[src/rtl/uart_pkg.sv]
// Shared UART definitions: state encoding, oversampling, frame-length limits and parity encoding.
// Used by both the transmitter and the receiver side of the UART.
package uart_pkg;

    localparam int OVERSAMPLE = 16;
    localparam int TICK_W     = $clog2(OVERSAMPLE);
    localparam int MIN_LEN    = 5;
    localparam int MAX_LEN    = 9;
    localparam int WORD_W     = MAX_LEN;
    localparam int LEN_W      = 4;

    typedef enum logic [2:0] {
        IDLE   = 3'd0,
        START  = 3'd1,
        DATA   = 3'd2,
        PARITY = 3'd3,
        STOP1  = 3'd4,
        STOP2  = 3'd5
    } uart_state_t;

    typedef enum logic {
        PARITY_EVEN = 1'b0,
        PARITY_ODD  = 1'b1
    } parity_type_t;

    // Out-of-range lengths are folded into the legal window rather than rejected.
    function automatic logic [LEN_W-1:0] clamp_len(input logic [LEN_W-1:0] len);
        logic [LEN_W-1:0] result;
        result = len;
        if (len < LEN_W'(MIN_LEN)) begin
            result = LEN_W'(MIN_LEN);
        end else if (len > LEN_W'(MAX_LEN)) begin
            result = LEN_W'(MAX_LEN);
        end
        return result;
    endfunction

endpackage

[src/rtl/uart_parity.sv]
// Combinational parity over the low i_len bits of a 9-bit word.
// Result makes the total number of ones even (PARITY_EVEN) or odd (PARITY_ODD).
module uart_parity
    import uart_pkg::*;
(
    input  logic [WORD_W-1:0] i_word,
    input  logic [LEN_W-1:0]  i_len,
    input  logic              i_parity_type,
    output logic              o_parity_bit
);

    logic [WORD_W-1:0] w_masked;

    generate
        for (genvar gi = 0; gi < WORD_W; gi++) begin : g_mask
            assign w_masked[gi] = i_word[gi] & (LEN_W'(gi) < i_len);
        end
    endgenerate

    assign o_parity_bit = (^w_masked) ^ (i_parity_type == PARITY_ODD);

endmodule

[src/rtl/uart_transmitter.sv]
// UART transmitter clocked at 16x baud: start bit, 5..9 data bits LSB first,
// optional parity, one or two stop bits, with a ready/valid request handshake.
module uart_transmitter
    import uart_pkg::*;
(
    input  logic              clk_16bd,
    input  logic              rst,
    input  logic [WORD_W-1:0] data,
    input  logic              data_valid,
    output logic              ready,
    input  logic              parity,
    input  logic              parity_type,
    input  logic              stop_bits,
    input  logic [LEN_W-1:0]  frame_length,
    output logic              Tx,
    output logic              tx_done
);

    uart_state_t       r_state, w_state_next;
    logic [TICK_W-1:0] r_tick, w_tick_next;
    logic [LEN_W-1:0]  r_bit_cnt, w_bit_cnt_next;
    logic [WORD_W-1:0] r_shift, w_shift_next;
    logic [LEN_W-1:0]  r_len, w_len_next;
    logic              r_par_en, w_par_en_next;
    logic              r_par_bit, w_par_bit_next;
    logic              r_stop2, w_stop2_next;
    logic              r_tx, w_tx_next;

    logic              w_bit_end;
    logic              w_last_bit;
    logic              w_accept;
    logic              w_parity_bit;
    logic [LEN_W-1:0]  w_len_clamped;

    assign w_len_clamped = clamp_len(frame_length);

    // Parity is taken from the incoming word at acceptance, before the shift register consumes it.
    uart_parity u_parity (
        .i_word        (data),
        .i_len         (w_len_clamped),
        .i_parity_type (parity_type),
        .o_parity_bit  (w_parity_bit)
    );

    assign w_bit_end  = (r_tick == TICK_W'(OVERSAMPLE - 1));
    assign w_last_bit = w_bit_end &&
                        ((r_state == STOP2) || ((r_state == STOP1) && !r_stop2));
    assign ready      = (r_state == IDLE) || w_last_bit;
    assign tx_done    = w_last_bit;
    assign w_accept   = ready && data_valid;
    assign Tx         = r_tx;

    always_ff @(posedge clk_16bd) begin
        if (rst) begin
            r_state   <= IDLE;
            r_tick    <= '0;
            r_bit_cnt <= '0;
            r_shift   <= '0;
            r_len     <= '0;
            r_par_en  <= 1'b0;
            r_par_bit <= 1'b0;
            r_stop2   <= 1'b0;
            r_tx      <= 1'b1;
        end else begin
            r_state   <= w_state_next;
            r_tick    <= w_tick_next;
            r_bit_cnt <= w_bit_cnt_next;
            r_shift   <= w_shift_next;
            r_len     <= w_len_next;
            r_par_en  <= w_par_en_next;
            r_par_bit <= w_par_bit_next;
            r_stop2   <= w_stop2_next;
            r_tx      <= w_tx_next;
        end
    end

    always_comb begin
        w_state_next   = r_state;
        w_tick_next    = r_tick + TICK_W'(1);
        w_bit_cnt_next = r_bit_cnt;
        w_shift_next   = r_shift;
        w_len_next     = r_len;
        w_par_en_next  = r_par_en;
        w_par_bit_next = r_par_bit;
        w_stop2_next   = r_stop2;
        w_tx_next      = r_tx;

        // r_tx is loaded one cycle ahead so each new bit appears right after the bit boundary.
        case (r_state)
            IDLE: begin
                w_tick_next = '0;
                w_tx_next   = 1'b1;
            end
            START: begin
                if (w_bit_end) begin
                    w_state_next   = DATA;
                    w_tx_next      = r_shift[0];
                    w_shift_next   = r_shift >> 1;
                    w_bit_cnt_next = LEN_W'(1);
                end
            end
            DATA: begin
                if (w_bit_end) begin
                    if (r_bit_cnt != r_len) begin
                        w_tx_next      = r_shift[0];
                        w_shift_next   = r_shift >> 1;
                        w_bit_cnt_next = r_bit_cnt + LEN_W'(1);
                    end else if (r_par_en) begin
                        w_state_next = PARITY;
                        w_tx_next    = r_par_bit;
                    end else begin
                        w_state_next = STOP1;
                        w_tx_next    = 1'b1;
                    end
                end
            end
            PARITY: begin
                if (w_bit_end) begin
                    w_state_next = STOP1;
                    w_tx_next    = 1'b1;
                end
            end
            STOP1: begin
                if (w_bit_end && r_stop2) begin
                    w_state_next = STOP2;
                    w_tx_next    = 1'b1;
                end
            end
            STOP2: begin
                w_tx_next = 1'b1;
            end
            default: begin
                w_state_next = IDLE;
                w_tick_next  = '0;
                w_tx_next    = 1'b1;
            end
        endcase

        if (w_last_bit) begin
            w_state_next   = IDLE;
            w_tick_next    = '0;
            w_bit_cnt_next = '0;
            w_tx_next      = 1'b1;
        end

        // Acceptance overrides the return to IDLE, giving gap-free back-to-back frames.
        if (w_accept) begin
            w_state_next   = START;
            w_tick_next    = '0;
            w_bit_cnt_next = '0;
            w_tx_next      = 1'b0;
            w_shift_next   = data;
            w_len_next     = w_len_clamped;
            w_par_en_next  = parity;
            w_par_bit_next = w_parity_bit;
            w_stop2_next   = stop_bits;
        end
    end

endmodule
[config.mk]
export PLATFORM = sky130hd
export DESIGN_NAME = uart_transmitter
export DESIGN_NICKNAME = d
export VERILOG_FILES = /design/src/rtl/uart_pkg.sv /design/src/rtl/uart_parity.sv /design/src/rtl/uart_transmitter.sv
export SDC_FILE = /design/constraint.sdc
export NUM_CORES = 1
export LEC_CHECK = 0
export BUFFER_PORTS_ARGS = -buffer_cell sky130_fd_sc_hd__buf_2
export CAP_MARGIN = 20
export CORE_MARGIN = 3
export CORE_UTILIZATION = 30
export CTS_CLUSTER_DIAMETER = 120
export DETAILED_ROUTE_END_ITERATION = 10
export MAX_ROUTING_LAYER = met4
export SLEW_MARGIN = 15
export SYNTH_ARGS = -nofsm -noshare
export SYNTH_HDL_FRONTEND = slang
export SYNTH_SLANG_ARGS = --single-unit
export TNS_END_PERCENT = 50
[constraint.sdc]
create_clock -name clk_16bd -period 3.53 [get_ports clk_16bd]
set_clock_uncertainty 0.1 [all_clocks]
set_input_delay 0.5295 -clock clk_16bd [delete_from_list [all_inputs] [get_ports clk_16bd]]
set_output_delay 0.5295 -clock clk_16bd [all_outputs]
set_load 0.005 [all_outputs]
[Word level (Yosys, flattened, before mapping)]
Index checks and enable logic that the tools add are counted.
Word-level totals
  flip-flop bits (word level): 28
  input bits: 19
  output and inout port bits: 3
  word-level logic and storage cells: 106
Operators by class
  $add $sub $neg: 2
  magnitude comparators: 11
  equality and inequality tests: 22
  mux-type cells: 29
  bitwise operators: 12
  reduce and logical (&&, ||, !) cells: 20
Operator list (count)
  $mux W9: 4
  $mux W4: 5
  $mux W3: 6
  $pmux W9 S2: 1
  $lt A3 B4 Y1 const A: 4
  $ne A4 B4 Y1 const B: 4
  $pmux W3 S5: 1
  $reduce_and A4 Y1: 3
  $reduce_and A6 Y1: 2
  $mux W1: 10
  $ne A2 B2 Y1 const B: 5
  $and A1 B1 Y1: 9
  $ne A3 B3 Y1 const B: 3
  $reduce_xor A9 Y1: 1
  $add A4 B1 Y4 const B: 2
  $lt A1 B4 Y1 const A: 2
  $lt A2 B4 Y1 const A: 2
  $pmux W4 S2: 1
  $eq A3 B2 Y1 const B: 2
  $eq A3 B3 Y1 const B: 2
  $reduce_or A5 Y1: 1
  $eq A4 B4 Y1 const B: 1
  $gt A4 B4 Y1 const B: 1
  $logic_and A1 B1 Y1: 4
  other kinds (18): 20

[Longest topological paths before layout]
Gate-level depths: netlist of the first run.
  depth in word-level cells: 8
  mapped depth: 7
  mapped depth without buffers: 6

[Cells and area by module]
A second synthesis of the first run with hierarchy kept.
Second synthesis, totals
  cell total of the unflattened synthesis: 219
  area, all modules: 1736.7 um^2
Modules (own cells, without submodules)
  uart_transmitter: times used 1, cells an instance 198, area an instance 1549.0 um^2, sequential area each 560.5 um^2
  uart_parity: times used 1, cells an instance 21, area an instance 187.7 um^2, sequential area each 0.0 um^2

[Worst setup path before layout of the first run]
No wires, ideal clock.
  kind: register to output
  start point: register r_tick[0]
  end point: output port tx_done
  arrival time: 1.195 ns
  required time: 2.900 ns
  slack: 1.706 ns
  cell stages (with the launch flop): 5
  buffers on the path: 0
  path through: dfxtp_1 -> ha_1 -> nand3_1 -> or3_1 -> inv_1
On the way
  cells in the longest elaborated chain, start to end: 2
RTL lines
  start: declaration: line uart_transmitter.sv:20  | logic [TICK_W-1:0] r_tick, w_tick_next;
  start signal: assignment: line uart_transmitter.sv:66  | r_tick <= w_tick_next;
  $eq A4 B4 Y1: line uart_transmitter.sv:45  | assign w_bit_end = (r_tick == TICK_W'(OVERSAMPLE - 1));
  $logic_and A1 B1 Y1: line uart_transmitter.sv:46  | assign w_last_bit = w_bit_end &&
  end: declaration: line uart_transmitter.sv:16  | output logic tx_done
Every way passes these cells.

[Worst setup path after layout of the first run]
  start point: register r_state[0]
  end point: output port tx_done
On the way
  cells in the longest elaborated chain, start to end: 4
  elaborated cells on any way between the ends: 5
  those cells by class: eq/ne (2); reduce/logical (3)
RTL lines
  start: declaration: line uart_transmitter.sv:19  | uart_state_t r_state, w_state_next;
  start signal: assignment: line uart_transmitter.sv:65  | r_state <= w_state_next;
  $eq A3 B3 Y1: line uart_transmitter.sv:47  | ((r_state == STOP2) || ((r_state == STOP1) && !r_stop2));
  $logic_and A1 B1 Y1: line uart_transmitter.sv:47
  $logic_or A1 B1 Y1 (*): line uart_transmitter.sv:47
  $logic_and A1 B1 Y1 (*): line uart_transmitter.sv:46
Mark *: on every way between the ends. The rest lies on a longest branch, timed or not.

==> out/qor.txt, run 1 <==
synth-to-layout area growth = 12.1%
FF+latch count, synth = 28
final hold violations = 0
Multi-input gate area = 1070 um2
overall power = 0.751 mW
Total Routing Usage GR = 0.135
area share of the leading cell type in the synthesized netlist = 0.325
Core Box Area = 5340 um2
Placed Area = 1860 um2
row cnt = 26
most frequent cells in the layout = dfxtp_1 (28), buf_2 (21), nand3_1 (17), nand2_1 (17), nor2_1 (17)
1st-iter DRT viols = 200
port buffer count = 21
status = completed
Async SR Flop Fraction = 0
Resized cells post-CTS = 0
CTS sink cnt = 28
Synth area leaders = dfxtp_1 (33%), xnor2_1 (6.1%), nand3_1 (4.9%)
largest net degree at the start of global routing = 25
CTS max path bufs = 2
post-route cell area = 1930 um2
Setup crit end kind = primary output
vias in the first global route = 1520
first-pass GRT wire length = 7010 um
GPL Wtd Cong = 0.879
CTS tree = done
Setup crit start kind = register
leading area contributor after synthesis = dfxtp_1
Worst-Skew Late Latency = 0.27 ns
Final Instance Count excl. Fillers = 296
antenna-violating nets left = 0
f_max = 417 MHz
Final Cycle Share = 0.679
initial antenna violation count = 0
crit path kind = register to primary output
Detailed Place HPWL = 3060 um
HP Class = register to register
number of synthesized flops with an enable pin = 0
Ys Warns = 0
VDD IR-drop max = 0.204 mV
Tightest Pin Transition = 0.680 ns
CTS Root Cell = clkbuf_8
n_diodes = 0
die area = 6690 um2
CTS buffer count = 3
via count = 1553
drc violations = 0
Post CTS Setup Buffer Count = 0
cells after synthesis = 212
fillers = 586
Setup TNS = 0 ns
routed len/inst = 13.6 um
H-tree depth = 1
Max Cap Violations = 0
syn nets = 233
placed insts = 292
sequential cell area = 561 um2
share of layout cells above drive strength 1 = 0.150
die width = 81.8 um
sequential fraction of the synthesis area = 0.325
top_reg_cell synth = dfxtp_1
Final Max Slew Viols = 0
Power Density = 389 nW/um2
1st-pass router iterations = 4
Hold WS = 0.353 ns
Worst slew margin = 0.546
final setup vio count = 0
register clock-pin slew on the reported worst setup and hold paths = 0.10 ns
arrival time at the worst endpoint = 1.77 ns
Distinct cells, synth = 49
Max stage delay on crit path = 0.77 ns
Lkg Pwr = 0.701 nW
WP data required = 2.90 ns
synthesized area = 1720 um2
RSZ-0062 raised after global routing = no
Final #Nets = 248
Vias/cell = 5.25
die height = 81.8 um
commonest non-fill, non-tap cell in the layout = dfxtp_1
wirelength, routed = 4030 um
fin crit period = 2.40 ns
GRT Residual Overflow = 0
hold buffer count at CTS = 0
Initial Util = 0.323
Critical Path Fanout Max = 24
I/O pin cnt = 22
syn avg cell area = 8.13 um2
slowest stage cell, crit path = dfxtp_1
cell breakdown of the critical path = nor2b_1 -> or3_1 -> inv_1 -> buf_2
==> path summary, 6_finish.rpt <==
path,depth (start not counted),endpoint,from,slack [ns]
hold reg to reg,1,r_tick[0],r_tick[0],0.35
setup reg to reg,5,r_par_bit,r_state[0],1.36
setup / recovery,4,tx_done,r_state[0],1.13
hold / removal,1,r_tick[0],r_tick[0],0.35
==> cell usage after synthesis (2+ instances only) <==
cell type	n
o311ai_1	2
a22oi_1	3
a31oi_1	2
clkbuf_1	5
a211oi_1	7
o21ai_1	2
nand4_1	2
buf_2	5
a211oi_2	2
a21oi_1	16
nand2b_1	5
inv_1	7
and3_1	4
ha_1	2
nor3_1	2
and3b_1	2
o21ai_2	3
dfxtp_1	28
o2111ai_1	2
xnor2_1	12
nor2_1	17
nand3b_1	5
a222oi_1	4
nand2_1	17
nor2b_1	5
nand3_1	17
o21ai_0	10
a41oi_1	3
==> metrics by stage <==
stage	utilization	setup slack, ns
3_3_place_gp	0.349	1.46
3_5_place_dp	0.349	1.38
2_1_floorplan	-	1.71
4_1_cts	0.362	1.13
5_1_grt	0.362	0.952
6_report	0.362	1.13
==> sequential cells by signal (all words and copies together) (netlist names) <==
signal and count:
r_par_en 1, r_bit_cnt 4, r_shift 9, r_tick 4
r_state 3, Tx 1, r_par_bit 1, r_stop2 1
r_len 4
==> critical path: cells and delay by family, from the launching register on <==
family	cells	cell delay [ns]
and+or+nand+nor	2	0.54
DFF	1	0.77
buffers and inverters	2	0.17
==> routing by layer <==
metal | GRT usage | up-vias | part of all wire
met5 | - | - | 0
met4 | 0.0415 | 0 | 0.0099
met3 | 0.0154 | 2 | 0.027
met2 | 0.216 | 23 | 0.47
met1 | 0.179 | 720 | 0.49
li1 | - | 808 | -
==> area by class of cell <==
| type | count | share of cell area |
|---|---|---|
| flip-flops and latches | 28 | 0.290 |
| clock buffers | 3 | 0.0214 |
| multi-input cells | 165 | 0.556 |
| clock inverters | 1 | 0.0155 |
| well taps | 70 | 0.0453 |
| repair buffers | 22 | 0.0583 |
| inverters | 7 | 0.0136 |
==> cells by family (layout without fill, tap and decap cells) <==
group	Yosys count	in the layout	synth area share
AND/OR/NAND/NOR	83	83	0.260
AO/OA/AOI/OAI	65	65	0.263
flip-flops	28	28	0.325
buffers and inverters	19	33	0.0516
XOR/XNOR	14	14	0.0799
adder cells (fa/ha/maj)	2	2	0.0145
multiplexers	1	1	0.00581
==> report_power, final <==
part,switching (mW),internal (mW)
Clock,0.101,0.152
Combinational,0.0738,0.0641
Sequential,0.0238,0.336
Total,0.199,0.552
(Power assumes the default switching activity.)
==> inputs of run 2 (changes only) <==
clock period = 2.2 ns   (was 3.53 ns; I/O delays follow)
==> run 2 against run 1 <==
  * Cell area rose by 4.0%
  * Final cell count up 2.7%
  * Worst setup slack worse by 0.97 ns
  * Register-to-register slack lost 1.0 ns
  * Highest routed layer unchanged
==> out/qor.txt, run 2 (synthesis gave the netlist of run 1 again) <==
CTS sink cnt = 28 (unchanged)
WP data required = 1.77 ns (-1.13 ns)
commonest non-fill, non-tap cell in the layout = dfxtp_1
H-tree depth = 1 (unchanged)
first-pass GRT wire length = 7270 um (+3.7%)
Power Density = 607 nW/um2 (+56%)
Total Routing Usage GR = 0.143 (+0.00790)
1st-iter DRT viols = 155 (-23%)
die width = 81.8 um (unchanged)
final hold violations = 0 (unchanged)
Setup crit start kind = register
status = completed
via count = 1616 (+4.1%)
Critical Path Fanout Max = 6 (-75%)
GRT Residual Overflow = 0 (unchanged)
CTS Root Cell = clkbuf_8
VDD IR-drop max = 0.392 mV (+92%)
Final #Nets = 256 (+3.2%)
HP Class = input pin to register
largest net degree at the start of global routing = 21 (-16%)
slack of the critical path = 0.165 ns (-0.966 ns)
Worst-Skew Late Latency = 0.28 ns (about the same)
drc violations = 0 (unchanged)
n_diodes = 0 (unchanged)
die area = 6690 um2 (unchanged)
Final Max Slew Viols = 0 (unchanged)
CTS max path bufs = 2 (unchanged)
Final Instance Count excl. Fillers = 304 (+2.7%)
die height = 81.8 um (unchanged)
max reg flops = 9 (unchanged)
crit path kind = register to primary output
share of layout cells above drive strength 1 = 0.201 (+0.0504)
RSZ-0062 raised after global routing = no
final setup vio count = 0 (unchanged)
antenna-violating nets left = 0 (unchanged)
wirelength, routed = 4270 um (+5.9%)
Post CTS Setup Buffer Count = 0 (unchanged)
Setup crit end kind = primary output
Max Cap Violations = 0 (unchanged)
CTS tree = done
routed len/inst = 14.0 um (+3.1%)
Lkg Pwr = 0.742 nW (+5.8%)
I/O pin cnt = 22 (unchanged)
arrival time at the worst endpoint = 1.60 ns (-0.17 ns)
Detailed Place HPWL = 3210 um (+5.1%)
vias in the first global route = 1538 (+1.2%)
Initial Util = 0.323 (unchanged)
synth-to-layout area growth = 16.6%
Vias/cell = 5.32 (+1.3%)
pre-CTS setup slack = 0.274 ns (-1.11 ns)
placed insts = 300 (+2.7%)
GPL Wtd Cong = 0.876 (-0.31%)
Setup TNS = 0 ns (unchanged)
Worst slew margin = 0.746 (+0.200)
register with the most flip-flops = r_shift
fin crit period = 2.03 ns
Final Cycle Share = 0.925
1st-pass router iterations = 4 (unchanged)
row cnt = 26 (unchanged)
f_max = 491 MHz
register clock-pin slew on the reported worst setup and hold paths = 0.10 ns (about the same)
CTS buffer count = 3 (unchanged)
Hold WS = 0.177 ns (-0.176 ns)
initial antenna violation count = 0 (unchanged)
port buffer count = 21 (unchanged)
overall power = 1.22 mW (+62%)
most frequent cells in the layout = dfxtp_1 (27), buf_2 (21), nand2_1 (17), nor2_1 (17)
Core Box Area = 5340 um2 (unchanged)
Tightest Pin Transition = 0.378 ns (-0.302 ns)
[run 2: final cells by class]
cell class              instances  area (um2)
clock inverters                 1        30.0
multi-input cells             165        1090
inverters                       7        30.0
repair buffers                 30         173
well taps                      70        87.6
clock buffers                   3        41.3
fillers                       564        3330
flip-flops and latches         28         562
[run 2: routing by layer]
metal,vias to the layer above,GRT usage,part of all wire
met5,-,-,0
met4,0,0.0482,0.017
met1,739,0.192,0.48
met2,43,0.217,0.45
met3,6,0.0241,0.049
li1,828,-,-
[run 2: power by group]
part           total, mW  internal, mW  switching [mW]
registers          0.573         0.539          0.0336
logic              0.236         0.110           0.126
clock network      0.410         0.244           0.167
[run 2: repair_timing]
action,in CTS,in global routing
gates resized for setup,0,5
hold buffers,0,0
setup endpoints to repair,0,2
[run 2: critical path, cell delays in order (launching register included)]
cell and delay, ns:
dfxtp_1 0.37, ha_2 0.23, nand3_2 0.15, or3_4 0.43
inv_1 0.06, buf_2 0.10
[run 2: path summary, 6_finish.rpt]
kind / startpoint / to / slack (ns) / cells after the start
min: stop_bits / r_stop2 / 0.18 / 3
max: r_tick[0] / tx_done / 0.17 / 5
max reg2reg: r_tick[0] / r_len[2] / 0.32 / 7
min reg2reg: r_tick[0] / r_tick[0] / 0.36 / 1
[run 2: per-stage QoR]
stage | utilization | cell area, um2
floorplan | - | 1720
detailed placement | 0.360 | 1920
global placement | 0.360 | 1920
global route | 0.377 | 2010
finish | 0.377 | 2010
CTS | 0.373 | 1990
